### src/rtl/spi_master_cfg_if.sv
// spi_master_cfg_if: sequencer handshake, mode select and SPI pin bundle.
// Modports: master = sequencer/pin side, slave = spi_master_cfg engine.
interface spi_master_cfg_if #(
  parameter int DATA_W = 8
);
  logic              cpol;
  logic              cpha;
  logic              req;
  logic [DATA_W-1:0] din;
  logic              finish;
  logic              busy;
  logic              done;
  logic [DATA_W-1:0] dout;
  logic              spi_sclk;
  logic              spi_miso;
  logic              spi_mosi;
  logic              spi_cs;

  modport master (
    output cpol, cpha, req, din, finish, spi_miso,
    input  busy, done, dout, spi_sclk, spi_mosi, spi_cs
  );

  modport slave (
    input  cpol, cpha, req, din, finish, spi_miso,
    output busy, done, dout, spi_sclk, spi_mosi, spi_cs
  );
endinterface

### src/rtl/spi_master_cfg.sv
// spi_master_cfg: SPI master, DATA_W-bit words, CLK_DIV divider, CPOL/CPHA.
// Ports: clk, rst_n (async low), bus (slave modport). Macro SPI_LSB_FIRST_EN.
module spi_master_cfg #(
  parameter int DATA_W  = 8,
  parameter int CLK_DIV = 4,
  parameter int CS_GAP  = 2
) (
  input  logic            clk,
  input  logic            rst_n,
  spi_master_cfg_if.slave bus
);
  localparam int H    = CLK_DIV / 2;
  localparam int NE   = 2 * DATA_W;
  localparam int CMAX = (H > CS_GAP) ? H : CS_GAP;
  localparam int CW   = $clog2(CMAX + 1);
  localparam int EW   = $clog2(NE + 1);

  typedef enum logic [2:0] {
    S_IDLE, S_LEAD, S_XFER, S_WAIT, S_TRAIL, S_GAP
  } state_t;

  state_t r_state;
  state_t w_nxt;

  logic [CW-1:0]     r_cnt;
  logic [EW-1:0]     r_edge;
  logic              r_cpha;
  logic [DATA_W-1:0] r_tx;
  logic [DATA_W-1:0] r_rx;
  logic [DATA_W-1:0] r_dout;
  logic              r_sclk;
  logic              r_mosi;
  logic              r_cs;
  logic              r_done;
  logic              r_busy;

  logic w_h_end;
  logic w_gap_end;
  logic w_last;
  logic w_load;
  logic w_edge;
  logic w_fin;
  logic w_cs_up;
  logic w_cnt_clr;
  logic w_sample;
  logic w_cpha;

`ifdef SPI_LSB_FIRST_EN
  function automatic logic f_bit(
    input logic [DATA_W-1:0] v);
    return v[0];
  endfunction
  function automatic logic [DATA_W-1:0] f_shift(
    input logic [DATA_W-1:0] v);
    return v >> 1;
  endfunction
  function automatic logic [DATA_W-1:0] f_rx(
    input logic [DATA_W-1:0] v, input logic b);
    return {b, v[DATA_W-1:1]};
  endfunction
`else
  function automatic logic f_bit(
    input logic [DATA_W-1:0] v);
    return v[DATA_W-1];
  endfunction
  function automatic logic [DATA_W-1:0] f_shift(
    input logic [DATA_W-1:0] v);
    return v << 1;
  endfunction
  function automatic logic [DATA_W-1:0] f_rx(
    input logic [DATA_W-1:0] v, input logic b);
    return {v[DATA_W-2:0], b};
  endfunction
`endif

  assign w_h_end   = (r_cnt == CW'(H - 1));
  assign w_gap_end = (r_cnt == CW'(CS_GAP - 1));
  assign w_last    = (r_edge == EW'(NE));
  // Edge number r_edge+1 is leading when odd; cpha flips sample/shift.
  assign w_sample  = ~r_edge[0] ^ r_cpha;
  // Mode is taken live only on the req that opens a frame.
  assign w_cpha    = (r_state == S_IDLE) ? bus.cpha : r_cpha;

  always_ff @(posedge clk or negedge rst_n) begin
    if (!rst_n) r_state <= S_IDLE;
    else        r_state <= w_nxt;
  end

  always_comb begin
    w_nxt     = r_state;
    w_load    = 1'b0;
    w_edge    = 1'b0;
    w_fin     = 1'b0;
    w_cs_up   = 1'b0;
    w_cnt_clr = 1'b0;
    unique case (r_state)
      S_IDLE: begin
        w_cnt_clr = 1'b1;
        if (bus.req) begin
          w_nxt  = S_LEAD;
          w_load = 1'b1;
        end
      end
      S_LEAD: begin
        // Edge 1 fires as LEAD ends.
        if (w_h_end) begin
          w_nxt     = S_XFER;
          w_edge    = 1'b1;
          w_cnt_clr = 1'b1;
        end
      end
      S_XFER: begin
        if (w_last) begin
          w_nxt     = S_WAIT;
          w_fin     = 1'b1;
          w_cnt_clr = 1'b1;
        end else if (w_h_end) begin
          w_edge    = 1'b1;
          w_cnt_clr = 1'b1;
        end
      end
      S_WAIT: begin
        w_cnt_clr = 1'b1;
        if (bus.finish) begin
          w_nxt = S_TRAIL;
        end else if (bus.req) begin
          w_nxt  = S_XFER;
          w_load = 1'b1;
        end
      end
      S_TRAIL: begin
        if (w_h_end) begin
          w_nxt     = S_GAP;
          w_cs_up   = 1'b1;
          w_cnt_clr = 1'b1;
        end
      end
      S_GAP: begin
        if (w_gap_end) begin
          w_nxt     = S_IDLE;
          w_cnt_clr = 1'b1;
        end
      end
      default: w_nxt = S_IDLE;
    endcase
  end

  always_ff @(posedge clk or negedge rst_n) begin
    if (!rst_n) begin
      r_cnt  <= '0;
      r_edge <= '0;
      r_cpha <= 1'b0;
      r_tx   <= '0;
      r_rx   <= '0;
      r_dout <= '0;
      r_sclk <= 1'b0;
      r_mosi <= 1'b0;
      r_cs   <= 1'b1;
      r_done <= 1'b0;
      r_busy <= 1'b0;
    end else begin
      r_cnt  <= w_cnt_clr ? '0 : r_cnt + CW'(1);
      r_done <= w_fin;
      r_busy <= (w_nxt != S_IDLE);
      if (w_fin) r_dout <= r_rx;
      if (w_load) begin
        r_edge <= '0;
        if (r_state == S_IDLE) begin
          r_cpha <= bus.cpha;
          r_sclk <= bus.cpol;
          r_cs   <= 1'b0;
        end
        // cpha=0 presents the first bit before edge 1.
        if (w_cpha) begin
          r_tx <= bus.din;
        end else begin
          r_tx   <= f_shift(bus.din);
          r_mosi <= f_bit(bus.din);
        end
      end
      if (w_edge) begin
        r_edge <= r_edge + EW'(1);
        r_sclk <= ~r_sclk;
        if (w_sample) begin
          r_rx <= f_rx(r_rx, bus.spi_miso);
        end else begin
          r_mosi <= f_bit(r_tx);
          r_tx   <= f_shift(r_tx);
        end
      end
      if (w_cs_up) r_cs <= 1'b1;
    end
  end

  assign bus.busy     = r_busy;
  assign bus.done     = r_done;
  assign bus.dout     = r_dout;
  assign bus.spi_sclk = r_sclk;
  assign bus.spi_mosi = r_mosi;
  assign bus.spi_cs   = r_cs;
endmodule

### src/flat_wrapper.sv
// flat-port wrapper written by rule: the top's interface ports become plain ports
module spi_master_cfg_flat 
#(
  parameter int DATA_W  = 8,
  parameter int CLK_DIV = 4,
  parameter int CS_GAP  = 2
)
  (clk, rst_n, bus_cpol, bus_cpha, bus_req, bus_din, bus_finish, bus_spi_miso, bus_busy, bus_done, bus_dout, bus_spi_sclk, bus_spi_mosi, bus_spi_cs);
  spi_master_cfg_if #(.DATA_W(DATA_W)) bus_i ();
  input  logic clk;
  input  logic rst_n;
  input wire logic [$bits(bus_i.cpol)-1:0] bus_cpol;
  input wire logic [$bits(bus_i.cpha)-1:0] bus_cpha;
  input wire logic [$bits(bus_i.req)-1:0] bus_req;
  input wire logic [$bits(bus_i.din)-1:0] bus_din;
  input wire logic [$bits(bus_i.finish)-1:0] bus_finish;
  input wire logic [$bits(bus_i.spi_miso)-1:0] bus_spi_miso;
  output wire logic [$bits(bus_i.busy)-1:0] bus_busy;
  output wire logic [$bits(bus_i.done)-1:0] bus_done;
  output wire logic [$bits(bus_i.dout)-1:0] bus_dout;
  output wire logic [$bits(bus_i.spi_sclk)-1:0] bus_spi_sclk;
  output wire logic [$bits(bus_i.spi_mosi)-1:0] bus_spi_mosi;
  output wire logic [$bits(bus_i.spi_cs)-1:0] bus_spi_cs;
  assign bus_i.cpol = bus_cpol;
  assign bus_i.cpha = bus_cpha;
  assign bus_i.req = bus_req;
  assign bus_i.din = bus_din;
  assign bus_i.finish = bus_finish;
  assign bus_i.spi_miso = bus_spi_miso;
  assign bus_busy = bus_i.busy;
  assign bus_done = bus_i.done;
  assign bus_dout = bus_i.dout;
  assign bus_spi_sclk = bus_i.spi_sclk;
  assign bus_spi_mosi = bus_i.spi_mosi;
  assign bus_spi_cs = bus_i.spi_cs;
  spi_master_cfg #(.DATA_W(DATA_W), .CLK_DIV(CLK_DIV), .CS_GAP(CS_GAP)) u_core (.clk(clk), .rst_n(rst_n), .bus(bus_i));
endmodule
### config.mk
export PLATFORM = sky130hd
export DESIGN_NAME = spi_master_cfg_flat
export DESIGN_NICKNAME = d
export VERILOG_FILES = /design/src/rtl/spi_master_cfg_if.sv /design/src/rtl/spi_master_cfg.sv /design/src/flat_wrapper.sv
export SDC_FILE = /design/constraint.sdc
export NUM_CORES = 1
export LEC_CHECK = 0
export ABC_AREA = 1
export BUFFER_PORTS_ARGS = -buffer_cell sky130_fd_sc_hd__buf_2
export CORE_ASPECT_RATIO = 1.4
export CORE_UTILIZATION = 42
export CTS_CLUSTER_SIZE = 28
export DETAILED_ROUTE_END_ITERATION = 12
export SKIP_CTS_REPAIR_TIMING = 1
export SYNTH_ARGS = -nofsm -noshare
export SYNTH_HDL_FRONTEND = slang
export SYNTH_SLANG_ARGS = --single-unit
### constraint.sdc
create_clock -name clk -period 2 [get_ports clk]
set_clock_uncertainty 0.1 [all_clocks]
set_input_delay 0.4 -clock clk [delete_from_list [all_inputs] [get_ports clk]]
set_output_delay 0.4 -clock clk [all_outputs]
set_load 0.005 [all_outputs]
; Word level (Yosys, flattened, before mapping)
; Index checks and enable logic that the tools add are counted.
[totals]
reg_bits = 40
latchBits = 0
mem_bits_rw = 0
rom_bits = 0
word_cells = 72
n_memories = 0
[classes]
n_addsub = 2
mul = 0
div_mod_pow = 0
n_lt_le_gt_ge = 0
n_eq_ne = 7
n_shift = 0
n_mux = 37
n_bitwise = 3
n_reduce_logical = 11
[op_table]
columns = cell, count
row1 = 8-bit 2-to-1 mux, 4
row2 = 3-bit 2-to-1 mux, 7
row3 = 1-bit 2-to-1 mux, 19
row4 = 3-bit one-hot mux with 6 select lines, 1
row5 = 5-bit 2-to-1 mux, 2
row6 = 2-bit nonzero test, 4
row7 = "3-bit by 2-bit equality test with 1-bit output, second input constant", 2
row8 = "3-bit equality test, second input constant", 2
row9 = 2-bit AND reduction, 3
row10 = "5-bit by 1-bit adder with 5-bit output, second input constant", 1
row11 = "5-bit equality test, second input constant", 1
row12 = 1-bit one-hot mux with 2 select lines, 2
row13 = "3-bit by 1-bit equality test with 1-bit output, second input constant", 1
row14 = 3-bit zero test, 1
row15 = 1-bit one-hot mux with 3 select lines, 1
row16 = 3-bit nonzero test, 1
row17 = 3-bit OR reduction, 1
row18 = "2-bit by 1-bit adder with 2-bit output, second input constant", 1
row19 = "2-bit by 1-bit equality test with 1-bit output, second input constant", 1
row20 = 2-bit 2-to-1 mux, 1
row21 = 1-bit NOT, 2
row22 = 2-bit OR reduction, 1
row23 = 1-bit XOR, 1

; Depth between registers and ports, before layout
[logic_depth]
depth_word = 6
ltp_mapped = 12

; Worst setup path before layout
; OpenSTA, ideal clock, no wires.
[synth_path]
path_kind = reg2reg
startpoint = register u_core.r_edge[0]
endpoint = register u_core.r_tx[6]
setup_time_ns = 0.116
arrival_ns = 1.455
required_time_ns = 1.784
path_slack_ns = 0.329
stages_incl_launch_ff = 12
period_less_slack_ns = 1.671
path_cell_list = dfrtp_1 -> inv_1 -> ha_1 -> nand2_1 -> inv_1 -> nand2_1 -> nand3_1 -> nand2_4 -> nand2_4 -> buf_8 -> nor2_2 -> nor2_2
[synth_via]
elab_chain_len = 4
elab_cells_between_ends = 7
[synth_rtl]
columns = element, line
row1 = start: declaration, spi_master_cfg.sv:26  ; logic [EW-1:0] r_edge;
row2 = start signal: assignment, spi_master_cfg.sv:182  ; r_edge <= r_edge + EW'(1);
row3 = 5-bit equality test / 1-bit NOT (equally long branches), "spi_master_cfg.sv:78, spi_master_cfg.sv:80"
row4 = 1-bit 2-to-1 mux / 1-bit XOR (equally long branches), "spi_master_cfg.sv:113, spi_master_cfg.sv:80"
row5 = 1-bit one-hot mux with 2 select lines / 8-bit 2-to-1 mux (equally long branches), "spi_master_cfg.sv:96, spi_master_cfg.sv:184"
row6 = 8-bit 2-to-1 mux *, spi_master_cfg.sv:181  ; if (w_edge) begin
row7 = end signal: assignment, spi_master_cfg.sv:175  ; r_tx <= bus.din;
row8 = end signal: assignment, spi_master_cfg.sv:177  ; r_tx <= f_shift(bus.din);
row9 = end signal: assignment, spi_master_cfg.sv:188  ; r_tx <= f_shift(r_tx);
row10 = end: declaration, spi_master_cfg.sv:28  ; logic [DATA_W-1:0] r_tx;
; Mark *: on every way between the ends. The rest lies on a longest branch, timed or not.
; A chain may end at the register's enable or synchronous reset.

; Final worst setup path
[layout_path]
startpoint = register u_core.r_edge[0]
endpoint = register u_core.r_edge[1]
[layout_via]
elab_chain_len = 4
elab_cells_between_ends = 6
[layout_rtl]
columns = element, line
row1 = 5-bit equality test, spi_master_cfg.sv:78  ; assign w_last = (r_edge == EW'(NE));
row2 = 1-bit 2-to-1 mux, spi_master_cfg.sv:113  ; if (w_last) begin
row3 = 1-bit one-hot mux with 2 select lines, spi_master_cfg.sv:96  ; unique case (r_state)
row4 = 5-bit 2-to-1 mux / 2-bit nonzero test (equally long branches), --
; Parallel ways exist; a longest one is shown, timed or not.

==> summary.txt <==
Worst setup path
  – CP Max Fanout: 9
  – Top delay family on crit path: simple AND/OR/NAND/NOR gates
  – Reg-to-reg slack, setup: 0.22 ns
  – Worst R2R Path Depth: 10
  – Arr. time, crit path: 1.84 ns
  – Slowest CP cell: dfrtp_1
  – WP data required: 2.06 ns
  – Cell Chain, Critical Path: inv_1 -> ha_1 -> nand2_1 -> inv_1 -> nand2_1 -> nand3_1 -> nand2_4 -> inv_1 -> nand2_1 -> o21ai_0
  – Critical R2R Capture: u_core.r_edge[1]
  – Critical path buffers and inverters: 3
  – CP startpoint kind: flip-flop
  – Worst r2r src: u_core.r_edge[0]
  – Critical path's largest stage delay: 0.46 ns
  – Crit. End Element: flip-flop
  – CP Launch Point: u_core.r_edge[0]
  – Crit path kind: flip-flop to flip-flop

STA
  – Final setup violation count: 0
  – Slew headroom: 66.5%
  – Period utilisation layout: 88.8%
  – Fmax: 563 MHz
  – Worst Slack Setup Final: 0.223 ns
  – Post-layout min period: 1.78 ns
  – Setup TNS: 0 ns
  – Final hold vios: 0
  – Slew Limit Fails: 0
  – RSZ-0062 raised after global routing: no
  – Slew @ Worst Pin: 0.503 ns

Yosys
  – Post-synthesis mux area share: 0%
  – Seq/Total Area, Yosys: 48.8%
  – Yosys reg bits: 40
  – Synth Area in XOR/XNOR: 1.65%
  – Synth Area in Compound Gates: 7.50%
  – Largest family of logic cells by synthesized area: simple AND/OR/NAND/NOR gates
  – Syn nets: 266
  – Post-Syn Instances: 248
  – Mapped Area: 0.00205 sq mm
  – Unique cell type count in the Yosys netlist: 29
  – Simple-gate portion of the synthesized area: 31.9%
  – Post-Syn Area per Cell: 8.27 sq um
  – Post-Synth Adder-Cell Area: 1.83%
  – Yosys warning total: 0

Floorplan
  – Core outline area: 0.00461 sq mm
  – Die Span Y: 84.7 microns
  – Die area: 0.00517 sq mm
  – Initial core utilization: 44.5%
  – Die width: 61.1 microns
  – Ports: 28
  – Row count: 29

Cells and area
  – Area grow syn2layout: 12.4%
  – Fill count: 486
  – Share of layout cells above drive strength 1: 22.6%
  – Nets: 297
  – N_diodes: 0

Clock network
  – Worst-Skew Late Latency: 0.29 ns
  – Num CTS Buffers: 5
  – Worst-path clk slew: 0.08 ns
  – Clk sink count: 40
  – CTS tree: done
  – H-tree lvl count: 2
  – Clock buffer depth: 2
  – Clock root buffer: clkbuf_8

Placed design
  – Gpl congestion: 0.802
  – DP Worst Slack: 0.241 ns
  – HPWL after detailed placement: 2710 microns
  – # port buffers: 27

Global routing
  – First-pass GRT wire length: 6580 microns
  – GRT Residual Overflow: 0
  – Gr usage total: 16.9%
  – Vias in the first global route: 1,537
  – Initial antenna violation count: 0
  – Largest net degree at the start of global routing: 41

Power
  – VDD IR-drop max: 0.700 mV
  – Pwr/cell area: 1320 mW/mm^2
  – Leakage: 1.24 nW
  – Power, Total: 3.04 mW

Run status
  – Status: finished, final reports clean

Run
  – Max-cap violations: 0

Route
  – Routed Antenna Nets: 0
  – DRT iter0 DRCs: 89
  – # DRC: 0
  – Vias per inst: 4.61
  – Post-DR wirelength/cell: 11.0 microns
  – DR vias: 1,571
  – Routed WL: 3750 microns
  – Drt first pass iters: 4

Min path
  – Hold Path Class: primary input to asynchronous set/reset pin
[cell families after synthesis]
logic type	count (synthesis)
compound gates	25
xor+xnor	3
fa+ha+maj	3
buf+inv	36
flops	40
simple gates	141
[routing by layer]
layer / global-route usage, % / vias up / part of all wire (%)
li1: - / 836 / -
met1: 21.3 / 705 / 47
met2: 27.0 / 23 / 48
met3: 4.31 / 7 / 2.9
met4: 6.82 / 0 / 2.0
met5: 0 / - / 0
[flip-flops by register name, indices dropped and copies added (netlist names)]
signal               flops
u_core.bus.spi_mosi      1
u_core.bus.dout          8
u_core.bus.done          1
u_core.bus.spi_sclk      1
u_core.r_rx              8
u_core.bus.spi_cs        1
u_core.r_cpha            1
u_core.bus.busy          1
u_core.r_state           3
u_core.r_cnt             2
u_core.r_tx              8
u_core.r_edge            5
[stage by stage]
step / util, % / area, sq um / hold slack, ns / std cells
6_report: 50.1 / 2310 / 0.0504 / 341
3_5_place_dp: 48.3 / 2230 / 0.339 / 334
2_1_floorplan: - / 2050 / 0.00441 / 248
5_1_grt: 50.1 / 2310 / 0.104 / 341
3_3_place_gp: 48.3 / 2230 / 0.322 / 334
4_1_cts: 50.1 / 2310 / 0.0795 / 341
[Yosys cell counts, drive strengths merged]
cell type / number / area share [%]
nor2: 37 / 8.4
buf: 5 / 2.6
or2: 1 / 0.31
dfrtp: 39 / 48
nor3: 2 / 0.49
xor2: 3 / 1.6
nand2: 74 / 15
o21ai: 20 / 5.8
nand3b: 1 / 0.37
nand3: 25 / 6.6
o22ai: 2 / 0.61
ha: 3 / 1.8
a21oi: 2 / 0.67
o2111ai: 1 / 0.43
inv: 31 / 5.7
nand4: 1 / 0.31
dfstp: 1 / 1.3
[cells in the final DEF (no fill, tap or decap), types with 3 or more instances in the layout]
cell / netlist / routed
nand2_1: 68 / 68
dfrtp_1: 39 / 39
nor2_1: 30 / 30
inv_1: 28 / 28
buf_2: 1 / 27
nand3_1: 23 / 23
o21ai_0: 10 / 10
nand2_4: 5 / 5
o21ai_1: 5 / 5
o21ai_2: 5 / 5
clkbuf_8: 0 / 5
nor2_2: 4 / 4
nor2_4: 3 / 3
inv_2: 3 / 3
ha_1: 3 / 3
[worst reg2reg max path, stage by stage (launching register included)]
cell,delay [ns]
dfrtp_1,0.46
inv_1,0.07
ha_1,0.20
nand2_1,0.06
inv_1,0.03
nand2_1,0.11
nand3_1,0.13
nand2_4,0.15
inv_1,0.11
nand2_1,0.12
o21ai_0,0.11
[report_power, final]
part / internal [mW] / leakage (nW) / switching [mW]
Sequential: 1.08 / 0.518 / 0.180
Combinational: 0.442 / 0.679 / 0.831
Clock: 0.236 / 0.0400 / 0.269
Total: 1.76 / 1.24 / 1.28
[worst max path at each step]
stage	to	slack [ns]	cells after the start
after floorplan	u_core.r_tx[6]	0.33	11
after global routing	u_core.r_edge[1]	0.05	10
after detailed placement	u_core.r_rx[0]	0.24	10
final	u_core.r_edge[1]	0.22	10
after global placement	u_core.r_rx[0]	0.28	10
after CTS	u_core.r_edge[1]	0.22	10
[area by class of cell]
cell class                 instances  area [sq um]  share of cell area, %
multi-input combinational        172           880                   38.1
clock buffer                       5          68.8                   2.98
inverter                          31           116                   5.04
sequential                        40          1000                   43.4
timing repair buffer              29           150                   6.51
clock inverter                     2          12.5                  0.542
tap                               62          77.6                   3.36
(Power assumes the default switching activity.)
